--- src/rtl/spi_txn_arbiter.sv ---
// Two-requester arbiter that sequences multi-byte chip-select framed transactions
// on a shared byte-level SPI engine; all outward control is registered.
module spi_txn_arbiter #(
  parameter int LEN_W    = 4,
  parameter int TIMEOUT  = 64,
  parameter int CS_SETUP = 2,
  parameter int CS_HOLD  = 2
) (
  input  logic             IN_SCLK,
  input  logic             RST,
  input  logic [1:0]       REQ,
  input  logic [LEN_W-1:0] LEN0,
  input  logic [LEN_W-1:0] LEN1,
  input  logic [7:0]       TXD0,
  input  logic [7:0]       TXD1,
  output logic [1:0]       TX_POP,
  output logic [1:0]       GNT,
  output logic [7:0]       RXD,
  output logic [1:0]       RX_VLD,
  output logic [1:0]       DONE,
  output logic             ERR,
  output logic             CS_N,
  output logic             E_W_STB,
  output logic [7:0]       E_W_DATA,
  input  logic             E_W_ACK,
  input  logic             E_R_STB,
  input  logic [7:0]       E_R_DATA
);

  localparam int TMR_MAX = (TIMEOUT > CS_SETUP) ?
                           ((TIMEOUT > CS_HOLD) ? TIMEOUT : CS_HOLD) :
                           ((CS_SETUP > CS_HOLD) ? CS_SETUP : CS_HOLD);
  localparam int TMR_W = $clog2(TMR_MAX + 1);

  localparam logic [TMR_W-1:0] SETUP_LAST = TMR_W'(CS_SETUP - 1);
  localparam logic [TMR_W-1:0] HOLD_LAST  = TMR_W'(CS_HOLD - 1);
  localparam logic [TMR_W-1:0] TO_LAST    = TMR_W'(TIMEOUT - 1);
  localparam logic [LEN_W-1:0] ONE_BYTE   = LEN_W'(1);

  typedef enum logic [2:0] {
    IDLE  = 3'd0,
    SETUP = 3'd1,
    SEND  = 3'd2,
    WACK  = 3'd3,
    RWAIT = 3'd4,
    HOLD  = 3'd5,
    FIN   = 3'd6
  } state_t;

  state_t           state;
  state_t           next_state;
  logic             owner;
  logic             owner_nx;
  logic             grant_id;
  logic             rr;
  logic [LEN_W-1:0] cnt;
  logic [TMR_W-1:0] tmr;
  logic             abort_q;

  logic [1:0]       own_oh;
  logic [1:0]       gnt_d;
  logic [1:0]       pop_d;
  logic [1:0]       rx_vld_d;
  logic [1:0]       done_d;
  logic             err_d;
  logic             cs_n_d;
  logic             stb_d;
  logic [7:0]       wdata_d;
  logic [7:0]       rxd_d;

  // State register plus the per-transaction counters it owns
  always_ff @(posedge IN_SCLK or negedge RST) begin
    if (!RST) begin
      state   <= IDLE;
      owner   <= 1'b0;
      rr      <= 1'b0;
      cnt     <= '0;
      tmr     <= '0;
      abort_q <= 1'b0;
    end else begin
      state <= next_state;
      owner <= owner_nx;
      tmr   <= (next_state != state) ? '0 : tmr + TMR_W'(1);
      if (state == IDLE) begin
        cnt     <= owner_nx ? LEN1 : LEN0;
        abort_q <= 1'b0;
      end else if (state == RWAIT && E_R_STB) begin
        cnt <= cnt - ONE_BYTE;
      end
      if (state == RWAIT && !E_R_STB && tmr == TO_LAST)
        abort_q <= 1'b1;
      if (state == FIN)
        rr <= ~owner;
    end
  end

  // Next-state: a read strobe landing on the expiry cycle still wins over the abort
  always_comb begin
    next_state = state;
    owner_nx   = owner;
    grant_id   = (REQ == 2'b11) ? rr : REQ[1];
    unique case (state)
      IDLE: begin
        if (|REQ) begin
          owner_nx   = grant_id;
          next_state = (((grant_id ? LEN1 : LEN0)) == '0) ? FIN : SETUP;
        end
      end
      SETUP: if (tmr == SETUP_LAST) next_state = SEND;
      SEND:  next_state = WACK;
      WACK:  if (E_W_ACK) next_state = RWAIT;
      RWAIT: begin
        if (E_R_STB)
          next_state = (cnt == ONE_BYTE) ? HOLD : SEND;
        else if (tmr == TO_LAST)
          next_state = HOLD;
      end
      HOLD:  if (tmr == HOLD_LAST) next_state = FIN;
      FIN:   next_state = IDLE;
      default: next_state = IDLE;
    endcase
  end

  // Outputs are decoded from the upcoming state so the registers line up with it
  always_comb begin
    own_oh   = owner_nx ? 2'b10 : 2'b01;
    gnt_d    = (next_state != IDLE) ? own_oh : 2'b00;
    cs_n_d   = !(next_state inside {SETUP, SEND, WACK, RWAIT, HOLD});
    stb_d    = (next_state == SEND);
    pop_d    = stb_d ? own_oh : 2'b00;
    done_d   = (next_state == FIN) ? own_oh : 2'b00;
    err_d    = (next_state == FIN) && (state != IDLE) && abort_q;
    wdata_d  = stb_d ? (owner_nx ? TXD1 : TXD0) : E_W_DATA;
    rx_vld_d = 2'b00;
    rxd_d    = RXD;
    if (state == RWAIT && E_R_STB) begin
      rx_vld_d = owner ? 2'b10 : 2'b01;
      rxd_d    = E_R_DATA;
    end
  end

  always_ff @(posedge IN_SCLK or negedge RST) begin
    if (!RST) begin
      GNT      <= 2'b00;
      TX_POP   <= 2'b00;
      RX_VLD   <= 2'b00;
      DONE     <= 2'b00;
      ERR      <= 1'b0;
      RXD      <= 8'h00;
      CS_N     <= 1'b1;
      E_W_STB  <= 1'b0;
      E_W_DATA <= 8'h00;
    end else begin
      GNT      <= gnt_d;
      TX_POP   <= pop_d;
      RX_VLD   <= rx_vld_d;
      DONE     <= done_d;
      ERR      <= err_d;
      RXD      <= rxd_d;
      CS_N     <= cs_n_d;
      E_W_STB  <= stb_d;
      E_W_DATA <= wdata_d;
    end
  end

endmodule
--- config.mk ---
export PLATFORM = sky130hd
export DESIGN_NAME = spi_txn_arbiter
export DESIGN_NICKNAME = d
export VERILOG_FILES = /design/src/rtl/spi_txn_arbiter.sv
export SDC_FILE = /design/constraint.sdc
export NUM_CORES = 1
export LEC_CHECK = 0
export BUFFER_PORTS_ARGS = -buffer_cell sky130_fd_sc_hd__buf_2
export CAP_MARGIN = 30
export CELL_PAD_IN_SITES_DETAIL_PLACEMENT = 0
export CELL_PAD_IN_SITES_GLOBAL_PLACEMENT = 2
export CORE_ASPECT_RATIO = 1.25
export CORE_MARGIN = 4
export CORE_UTILIZATION = 36
export CTS_BUF_LIST = sky130_fd_sc_hd__clkbuf_4
export CTS_CLUSTER_DIAMETER = 60
export DETAILED_ROUTE_END_ITERATION = 10
export PLACE_DENSITY = 0.84
export SYNTH_ARGS = -nofsm -noshare
export SYNTH_HDL_FRONTEND = slang
export SYNTH_SLANG_ARGS = --single-unit
--- constraint.sdc ---
create_clock -name IN_SCLK -period 3.9 [get_ports IN_SCLK]
set_input_delay 0.39 -clock IN_SCLK [delete_from_list [all_inputs] [get_ports IN_SCLK]]
set_output_delay 0.39 -clock IN_SCLK [all_outputs]
set_load 0.02 [all_outputs]
# ---- After elaboration in Yosys (flattened, before gate mapping)
# Cells that the tools add are included.
dict set report totals {
  out_inout_bits 27
  romBits 0
  ram_bits 0
  inputBits 38
  ff_bits 44
  wordCells 76
  memories 0
  latch_bits 0
}
dict set report classes {
  magnitude_cmp 0
  n_mux 26
  div 0
  n_reduce_logical 15
  n_mul 0
  n_eq_ne 17
  n_shift 0
  add_sub_neg 2
  bitwise 1
}
# op count
set op_table {}
lappend op_table {{$mux W3} 8}
lappend op_table {{$eq A3 B3 Y1 const B} 6}
lappend op_table {{$pmux W3 S6} 1}
lappend op_table {{$mux W4} 4}
lappend op_table {{$eq A3 B2 Y1 const B} 4}
lappend op_table {{$mux W2} 6}
lappend op_table {{$mux W8} 1}
lappend op_table {{$add A7 B1 Y7 const B} 1}
lappend op_table {{$eq A7 B1 Y1 const B} 1}
lappend op_table {{$eq A7 B6 Y1 const B} 1}
lappend op_table {{$mux W7} 1}
lappend op_table {{$eq A3 B1 Y1 const B} 2}
lappend op_table {{$reduce_bool A3 Y1} 2}
lappend op_table {{$logic_and A1 B1 Y1} 5}
lappend op_table {{$mux W1} 5}
lappend op_table {{$reduce_bool A5 Y1} 1}
lappend op_table {{$eq A4 B1 Y1 const B} 1}
lappend op_table {{$logic_not A4 Y1} 1}
lappend op_table {{$reduce_bool A2 Y1} 2}
lappend op_table {{$sub A4 B1 Y4 const B} 1}
lappend op_table {{$logic_not A3 Y1} 1}
lappend op_table {{$ne A3 B3 Y1} 1}
lappend op_table {{$eq A2 B2 Y1 const B} 1}
lappend op_table {{$logic_not A1 Y1} 2}
lappend op_table {{2 further kinds} 2}

# ---- Logic depth before layout (Yosys ltp)
# Gate-level depths: netlist of the first run.
dict set report logic_depth {
  depth_word 10
  depth_mapped 8
  depth_no_buf 7
}

# ---- Worst setup path before layout of the first run
# Ideal clock, no wire load.
dict set report synth_path {
  path_kind {register to register}
  from {register state[1]}
  to {register E_W_DATA[6]}
  stages_incl_launch_ff 8
  slack_ns 1.712
  arrival_time_ns 2.061
  n_path_buf 2
  required_ns 3.773
  synth_period_minus_slack_ns 2.188
  setup_ns 0.127
  path_cell_list {dfrtp_1 > buf_2 > nor3_4 > nand2_1 > a32oi_2 > buf_4 > mux2_2 > mux2_1}
}
dict set report synth_via {
  elab_chain_len 4
  elab_cells_between_ends 16
  cone_classes {eq/ne (6); mux (9); reduce/logical (1)}
}
# item line_no
set synth_lines {}
lappend synth_lines {{start, declared} 50} ;# state_t state;
lappend synth_lines {{start signal, assigned} 81} ;# state <= next_state;
lappend synth_lines {{$mux W3} 115} ;# else if (tmr == TO_LAST)
lappend synth_lines {{$mux W3} 113} ;# if (E_R_STB)
lappend synth_lines {{$pmux W3 S6} 102} ;# unique case (state)
lappend synth_lines {{$eq A3 B2 Y1} 129} ;# stb_d = (next_state == SEND);
lappend synth_lines {{end signal, assigned} 162} ;# E_W_DATA <= wdata_d;
lappend synth_lines {{end, declared} 24} ;# output logic [7:0] E_W_DATA,
# Parallel ways exist; a longest one is shown, timed or not.
# A chain may end at the register's enable or synchronous reset.

# ---- Final worst setup path of the first run
dict set report layout_path {
  from {register state[1]}
  to {register E_W_DATA[7]}
}
# The elaborated chain is that of the path after synthesis.

==> flow_metrics.py, run 1 <==
metrics = {
    "grt": {
        "grt_first_pass_wirelength_um": 7650,
        "grt-ovfl-total": 0,
        "grt_max_degree": 27,
        "grt_pass1_vias": 1652,
        "grt_util_all_layers_pct": 13.1,
        "antenna_found_initial": 0,
    },
    "yosys": {
        "synth_nets": 227,
        "synthXorXnorAreaFrac_pct": 3.61,
        "synth-compound-area-share_pct": 11.3,
        "syn_inst": 185,
        "netlist_area_um2": 2180,
        "yosys.area_share.simple_pct": 14.5,
        "synthAdderAreaFrac_pct": 2.29,
        "synth_area_per_cell_um2": 11.8,
        "synth-seq-area-share_pct": 50.5,
        "ys_seq_elements": 44,
        "synth_cell_type_count": 47,
        "yosysWarnings": 0,
        "synth_mux_area_share_pct": 14.2,
        "synth_top_family_by_area": "simple AND/OR/NAND/NOR gates",
    },
    "finish": {
        "layoutNonFillerInstCount": 335,
        "diodes": 0,
        "regArea_um2": 1100,
        "layout-drive-gt1-share_pct": 43.5,
        "multiInputGateArea_um2": 1020,
        "nFillCells": 589,
        "areaGrowthSynthToFinish_pct": 22.8,
        "final_cell_mix": "buf_2 (64), dfrtp_1 (43), mux2_2 (15)",
        "nNetsFinal": 294,
        "final_common_cell": "buf_2",
    },
    "sta": {
        "grt_setup_unrepaired": "false",
        "slew_headroom_pct": 47.1,
        "skew_ns": 0.00959,
        "setup_viol": 0,
        "fin_crit_sh_pct": 66.9,
        "fin_tns_setup_ns": 0,
        "hold_viol": 0,
        "worstMarginPinSlew_ns": 0.792,
        "max_freq_ghz": 0.383,
        "period_minus_slack_ns": 2.61,
        "final_max_slew_viol_count": 0,
    },
    "floorplanning": {
        "ios": 65,
        "fp.dieW_um": 77.6,
        "core_um2": 5860,
        "rows": 31,
        "die_h_um": 95.0,
        "dieArea_um2": 7370,
        "initial_core_util_pct": 37.2,
    },
    "power": {
        "comb_power_share_pct": 47.9,
        "p_sw_mw": 0.780,
        "clock_power_share_pct": 12.1,
        "power.total_mw": 1.88,
        "peakVddDrop_uv": 343,
        "p_per_area_nw_per_um2": 700,
        "leakage_nw": 1.26,
        "internal_power_mw": 1.10,
        "switching_share_pct": 41.6,
        "pwr-share-seq_pct": 40.0,
    },
    "detailed_routing": {
        "first_pass_iters": 4,
        "viasPerCell": 4.85,
        "drt_iter0_drc": 93,
        "detail_route.wl_per_cell_um": 13.5,
        "vias": 1626,
        "drc": 0,
        "antenna_left": 0,
        "drt-total-wl_um": 4510,
    },
    "cts": {
        "cts_root_buffer": "clkbuf_4",
        "numCtsBuffers": 5,
        "htree_levels": 2,
        "clkTransAtPathRegs_ns": 0.13,
        "clock_latency_ns": 0.34,
        "post_cts_buffers": 0,
        "cts_tree": "built",
        "clockBufferDepth": 2,
        "clock_sinks": 44,
    },
    "worst_setup_path": {
        "cp_max_fo": 13,
        "path_class": "flop to flop",
        "worstPathArrival_ns": 2.85,
        "end_kind": "flop",
        "reg2reg_slack_ns": 1.29,
        "cp.required_ns": 4.14,
        "worst-r2r-cell-count": 7,
        "cp-start-kind": "flop",
    },
    "job": {
        "cap_violations": 0,
    },
    "placement": {
        "gp_congestion": 0.827,
        "hpwl_um": 3500,
        "portBuffers": 64,
        "dpl.cell_count": 326,
    },
    "status": {
        "outcome": "completed",
    },
    "min_path": {
        "whs_path_depth": 2,
        "worstHoldPathType": "input port to flop",
    },
}
[metrics by stage]
step	hold slack [ns]	utilization, %	setup WS, ns	cell area (µm²)
floorplan	0.0944	-	1.71	2180
global placement	0.463	44.2	1.34	2590
detailed placement	0.368	44.5	1.29	2610
CTS	0.240	45.7	1.25	2680
global route	0.237	45.7	1.08	2680
finish	0.265	45.7	1.29	2680
[Yosys cell counts, drive strengths merged]
library cell | number | area, µm²
o2111ai | 1 | 15.0
nor2b | 4 | 25.0
or3 | 1 | 6.26
and3 | 3 | 23.8
nand2 | 8 | 30.0
a21boi | 1 | 7.51
mux2i | 4 | 40.0
o211ai | 2 | 15.0
nand3 | 4 | 20.0
mux2 | 24 | 270
dfstp | 1 | 26.3
a211o | 1 | 8.76
or4 | 3 | 22.5
a311o | 1 | 10.0
o32a | 1 | 10.0
or2 | 1 | 6.26
nand2b | 4 | 25.0
nor4bb | 1 | 10.0
nor4b | 1 | 8.76
a21o | 1 | 7.51
xor2 | 3 | 26.3
o311ai | 1 | 16.3
nor3 | 6 | 41.3
and2 | 4 | 25.0
nor2 | 10 | 37.5
a31oi | 1 | 6.26
dfrtp | 43 | 1080
buf | 9 | 55.0
a21oi | 12 | 86.3
xnor2 | 6 | 52.6
or3b | 1 | 11.3
o21ai | 6 | 30.0
nor4 | 2 | 12.5
a32oi | 3 | 33.8
and2b | 1 | 10.0
inv | 6 | 22.5
ha | 4 | 50.1
[area by class of cell]
cell class / count / share of cell area (%)
Sequential cell: 44 / 41.2
Multi-Input combinational cell: 126 / 37.9
Timing Repair Buffer: 69 / 13.9
Tap cell: 82 / 3.83
Clock buffer: 6 / 1.68
Inverter: 6 / 0.841
Clock inverter: 2 / 0.607
[critical path: stages (launching register included)]
cell	delay, ns
dfrtp_1	0.58
nor4bb_4	0.65
buf_4	0.28
nand2_1	0.09
o211ai_1	0.19
nor2b_1	0.19
buf_4	0.20
mux2_1	0.34
[state kept, by name (all words and copies together) (netlist names)]
name,count
state,3
DONE,2
cnt,4
CS_N,1
TX_POP,2
abort_q,1
RX_VLD,2
owner,1
RXD,8
E_W_DATA,8
E_W_STB,1
rr,1
tmr,7
ERR,1
GNT,2
[metal layers]
| layer | track usage (%) | share of wire [%] | up-vias |
|---|---|---|---|
| li1 | - | - | 795 |
| met1 | 15.9 | 43 | 784 |
| met2 | 22.1 | 50 | 43 |
| met3 | 3.88 | 5.8 | 4 |
| met4 | 4.60 | 0.93 | 0 |
| met5 | 0 | 0 | - |
[path summary, 6_finish.rpt]
kind,to,from
worst min register to register,abort_q,abort_q
worst max-delay path,E_W_DATA[7],state[1]
worst min-delay path,RXD[2],E_R_DATA[2]
worst max register to register,E_W_DATA[7],state[1]
min in group asynchronous,RXD[3],RST
max in group asynchronous,cnt[2],RST
[repair_timing]
action | in CTS | in global routing
hold buffers | 1 | 0
gates resized for setup | 0 | 0
hold endpoints to repair | 17 | 0
[power by group through the flow]
stage                     Sequential (mW)  Clock, mW  Combinational, mW
after floorplan                     0.852          0              0.571
after global placement              0.759          0              0.908
after detailed placement            0.760          0              0.912
after CTS                           0.753      0.245              0.916
after global routing                0.779      0.261              0.992
final                               0.750      0.227              0.898
[kinds of logic after synthesis]
family / after synthesis
adders and majority gates: 4
DFF: 44
AOI/OAI and AO/OA: 31
xor gates and xnor gates: 9
muxes: 28
and+or+nand+nor: 54
buffers and inverters: 15
(Power assumes the default switching activity.)
==> inputs of run 2 (changes only) <==
- ABC_AREA: not set -> 1
- CORE_UTILIZATION: 36 -> 30
- PLACE_DENSITY: 0.84 -> 0.79
- clock period: 3.9 -> 2.5 ns (I/O delays scaled with it)
==> run 2 against run 1 <==
Net effect:
- critical path depth is 1 lower
- maximum frequency is 36% higher
- clock power is 52% higher
- sequential cell count stayed put
- die area is 19% higher
- first-iteration DRC count is 15% higher
- sequential power is 51% higher
- global-route usage is 0.79 points lower
- design area hardly changed
- non-clock buffer count stayed put
- final cell count is 29% higher
- critical endpoint is now cnt[0]
==> flow_metrics.py, run 2 <==
metrics = {
    "worst_setup_path": {
        "cp.required_ns": 2.72,
        "crit_family": "simple AND/OR/NAND/NOR gates",
        "path_class": "flop to flop",
        "cp_max_fo": 11,
        "crit_path_top_delay_cell": "dfrtp_1",
        "critPathBufInv": 1,
        "cp-start-kind": "flop",
        "critPathMostFrequentCell": "nor2_2",
        "end_kind": "flop",
        "cp_slowest_stage_delay_ns": 0.47,
        "crit_path_cell_trace": "nor2_2 > nand2_2 > nor2_2 > inv_1 > o21ai_0 > a22oi_1",
        "worstPathArrival_ns": 2.14,
    },
    "cts": {
        "clkTransAtPathRegs_ns": 0.13,
        "clock_sinks": 44,
        "cts_root_buffer": "clkbuf_4",
        "clock_latency_ns": 0.35,
        "htree_levels": 2,
        "clockBufferDepth": 2,
        "cts_tree": "built",
        "numCtsBuffers": 5,
    },
    "detailed_routing": {
        "vias": 1885,
        "drt_iter0_drc": 107,
        "drc": 0,
        "first_pass_iters": 4,
        "detail_route.wl_per_cell_um": 11.9,
        "viasPerCell": 4.35,
        "drt-total-wl_um": 5170,
        "antenna_left": 0,
    },
    "power": {
        "peakVddDrop_uv": 407,
        "p_sw_mw": 1.47,
        "power.total_mw": 3.09,
        "internal_power_mw": 1.63,
        "switching_share_pct": 47.4,
        "comb_power_share_pct": 52.4,
        "p_per_area_nw_per_um2": 1150,
        "clock_power_share_pct": 11.1,
        "pwr-share-seq_pct": 36.5,
        "leakage_nw": 1.49,
    },
    "yosys": {
        "synth_edf_count": 0,
        "yosysTopAreaCellShare_pct": 49.0,
        "synth_top_family_by_area": "simple AND/OR/NAND/NOR gates",
        "synth-seq-area-share_pct": 50.2,
        "synth_top_area_cell": "dfrtp_1",
        "synth-compound-area-share_pct": 5.70,
        "netlist_area_um2": 2190,
        "synth_cell_type_count": 32,
        "synthAdderAreaFrac_pct": 2.28,
        "yosysMostFrequentCell": "nand2_1",
        "ys.flop_type": "dfrtp_1",
        "yosysWarnings": 0,
        "synthXorXnorAreaFrac_pct": 2.00,
        "synth_nets": 315,
        "async_flop_share_pct": 100,
        "synth_commonest_cells": "nand2_1 (94), dfrtp_1 (43), nor2_1 (35)",
        "ys_seq_elements": 44,
        "yosys.area_share.simple_pct": 32.5,
        "synth_area_leaders": "dfrtp_1 (49%), nand2_1 (16%), nor2_1 (6.0%)",
        "synth_mux_area_share_pct": 0,
        "syn_inst": 273,
        "synth_area_per_cell_um2": 8.04,
    },
    "floorplanning": {
        "initial_core_util_pct": 31.1,
        "core_um2": 7060,
        "rows": 34,
        "dieArea_um2": 8760,
        "fp.dieW_um": 84.5,
        "die_h_um": 104,
        "ios": 65,
    },
    "sta": {
        "max_freq_ghz": 0.521,
        "fin_crit_sh_pct": 76.8,
        "final_max_slew_viol_count": 0,
        "setup_viol": 0,
        "skew_ns": 0.0109,
        "fin_tns_setup_ns": 0,
        "hold_viol": 0,
        "period_minus_slack_ns": 1.92,
        "slew_headroom_pct": 71.5,
        "grt_setup_unrepaired": "false",
        "worstMarginPinSlew_ns": 0.428,
    },
    "grt": {
        "grt-ovfl-total": 0,
        "grt_util_all_layers_pct": 12.3,
        "grt_pass1_vias": 1891,
        "grt_first_pass_wirelength_um": 8870,
        "antenna_found_initial": 0,
        "grt_max_degree": 29,
    },
    "finish": {
        "nFillCells": 784,
        "final_common_cell": "nand2_1",
        "largest_registers": "E_W_DATA x8, RXD x8, tmr x7",
        "nNetsFinal": 384,
        "areaGrowthSynthToFinish_pct": 22.1,
        "diodes": 0,
        "final_cell_mix": "nand2_1 (94), buf_2 (64), dfrtp_1 (43)",
        "layout-drive-gt1-share_pct": 27.7,
        "final_core_util_pct": 38.0,
    },
    "placement": {
        "portBuffers": 64,
        "gp_congestion": 0.802,
        "hpwl_um": 3950,
    },
    "min_path": {
        "worstHoldPathType": "input port to flop",
    },
    "status": {
        "outcome": "completed",
    },
    "job": {
        "cap_violations": 0,
    },
}
[run 2: cell types whose count changed after synthesis, moves of 9 or more]
cell | before | now
inv_1 | 4 | 24
mux2_1 | 9 | 0
mux2_2 | 15 | 0
nand2_1 | 8 | 94
nand3_1 | 4 | 17
nor2_1 | 10 | 35
[run 2: per-stage QoR]
step                      hold WS, ns  setup WS, ns  area, µm²  cells
after CTS                      0.0712         0.521       2680    433
after floorplan               -0.0456         0.857       2190    273
after detailed placement        0.201         0.558       2610    424
after global placement          0.450         0.602       2590    423
final                          0.0976         0.580       2680    433
after global routing           0.0691         0.287       2680    433
[run 2: final cells by class]
type                       count  area (µm²)  area share (%)
timing repair buffer          69         373            13.9
inverter                      27         104            3.87
clock buffer                   6        45.0            1.68
sequential                    44        1100            41.1
tap                           90         113            4.20
clock inverter                 2        11.3           0.420
multi-input combinational    195         932            34.8
[run 2: final timing paths]
kind                       slack, ns  endpoint         from  depth (start not counted)
min in group asynchronous       0.34    tmr[5]          RST                          2
max in group asynchronous       1.61      CS_N          RST                          3
hold reg to reg                 0.48    RXD[2]       RXD[2]                          2
hold / removal                   0.1    RXD[5]  E_R_DATA[5]                          3
setup reg to reg                0.58    cnt[0]     state[1]                          6
setup / recovery                0.58    cnt[0]     state[1]                          6
[run 2: repair_timing]
item	CTS	global route
setup buffers	0	0
gates resized for setup	0	0
hold buffers	1	0
endpoints found under the setup margin	0	0
endpoints found under the hold margin	16	0
[run 2: metal layers]
metal / wire (µm) / part of all wire, % / GRT usage, % / up-vias
li1: - / - / - / 985
met1: 2310 / 45 / 15.6 / 856
met2: 2560 / 50 / 20.6 / 40
met3: 241 / 4.7 / 2.70 / 4
met4: 56 / 1.1 / 4.07 / 0
met5: 0 / 0 / 0 / -
[run 2: tightest hold or removal path: cells and delay by family]
family,cells,cell delay [ns]
simple gates,2,0.09
buf+inv,1,0.08
[run 2: kinds of logic after synthesis]
| logic type | Yosys count |
|---|---|
| DFF | 44 |
| and+or+nand+nor | 165 |
| adders and majority gates | 4 |
| xor gates and xnor gates | 5 |
| buffers and inverters | 34 |
| AOI/OAI and AO/OA | 21 |
[run 2: power by group through the flow]
stage / clock network, mW / logic, mW / registers, mW
after CTS: 0.363 / 1.66 / 1.13
after global placement: 0 / 1.65 / 1.15
after floorplan: 0 / 1.03 / 1.32
after global routing: 0.397 / 1.86 / 1.16
final: 0.344 / 1.62 / 1.13
after detailed placement: 0 / 1.66 / 1.14
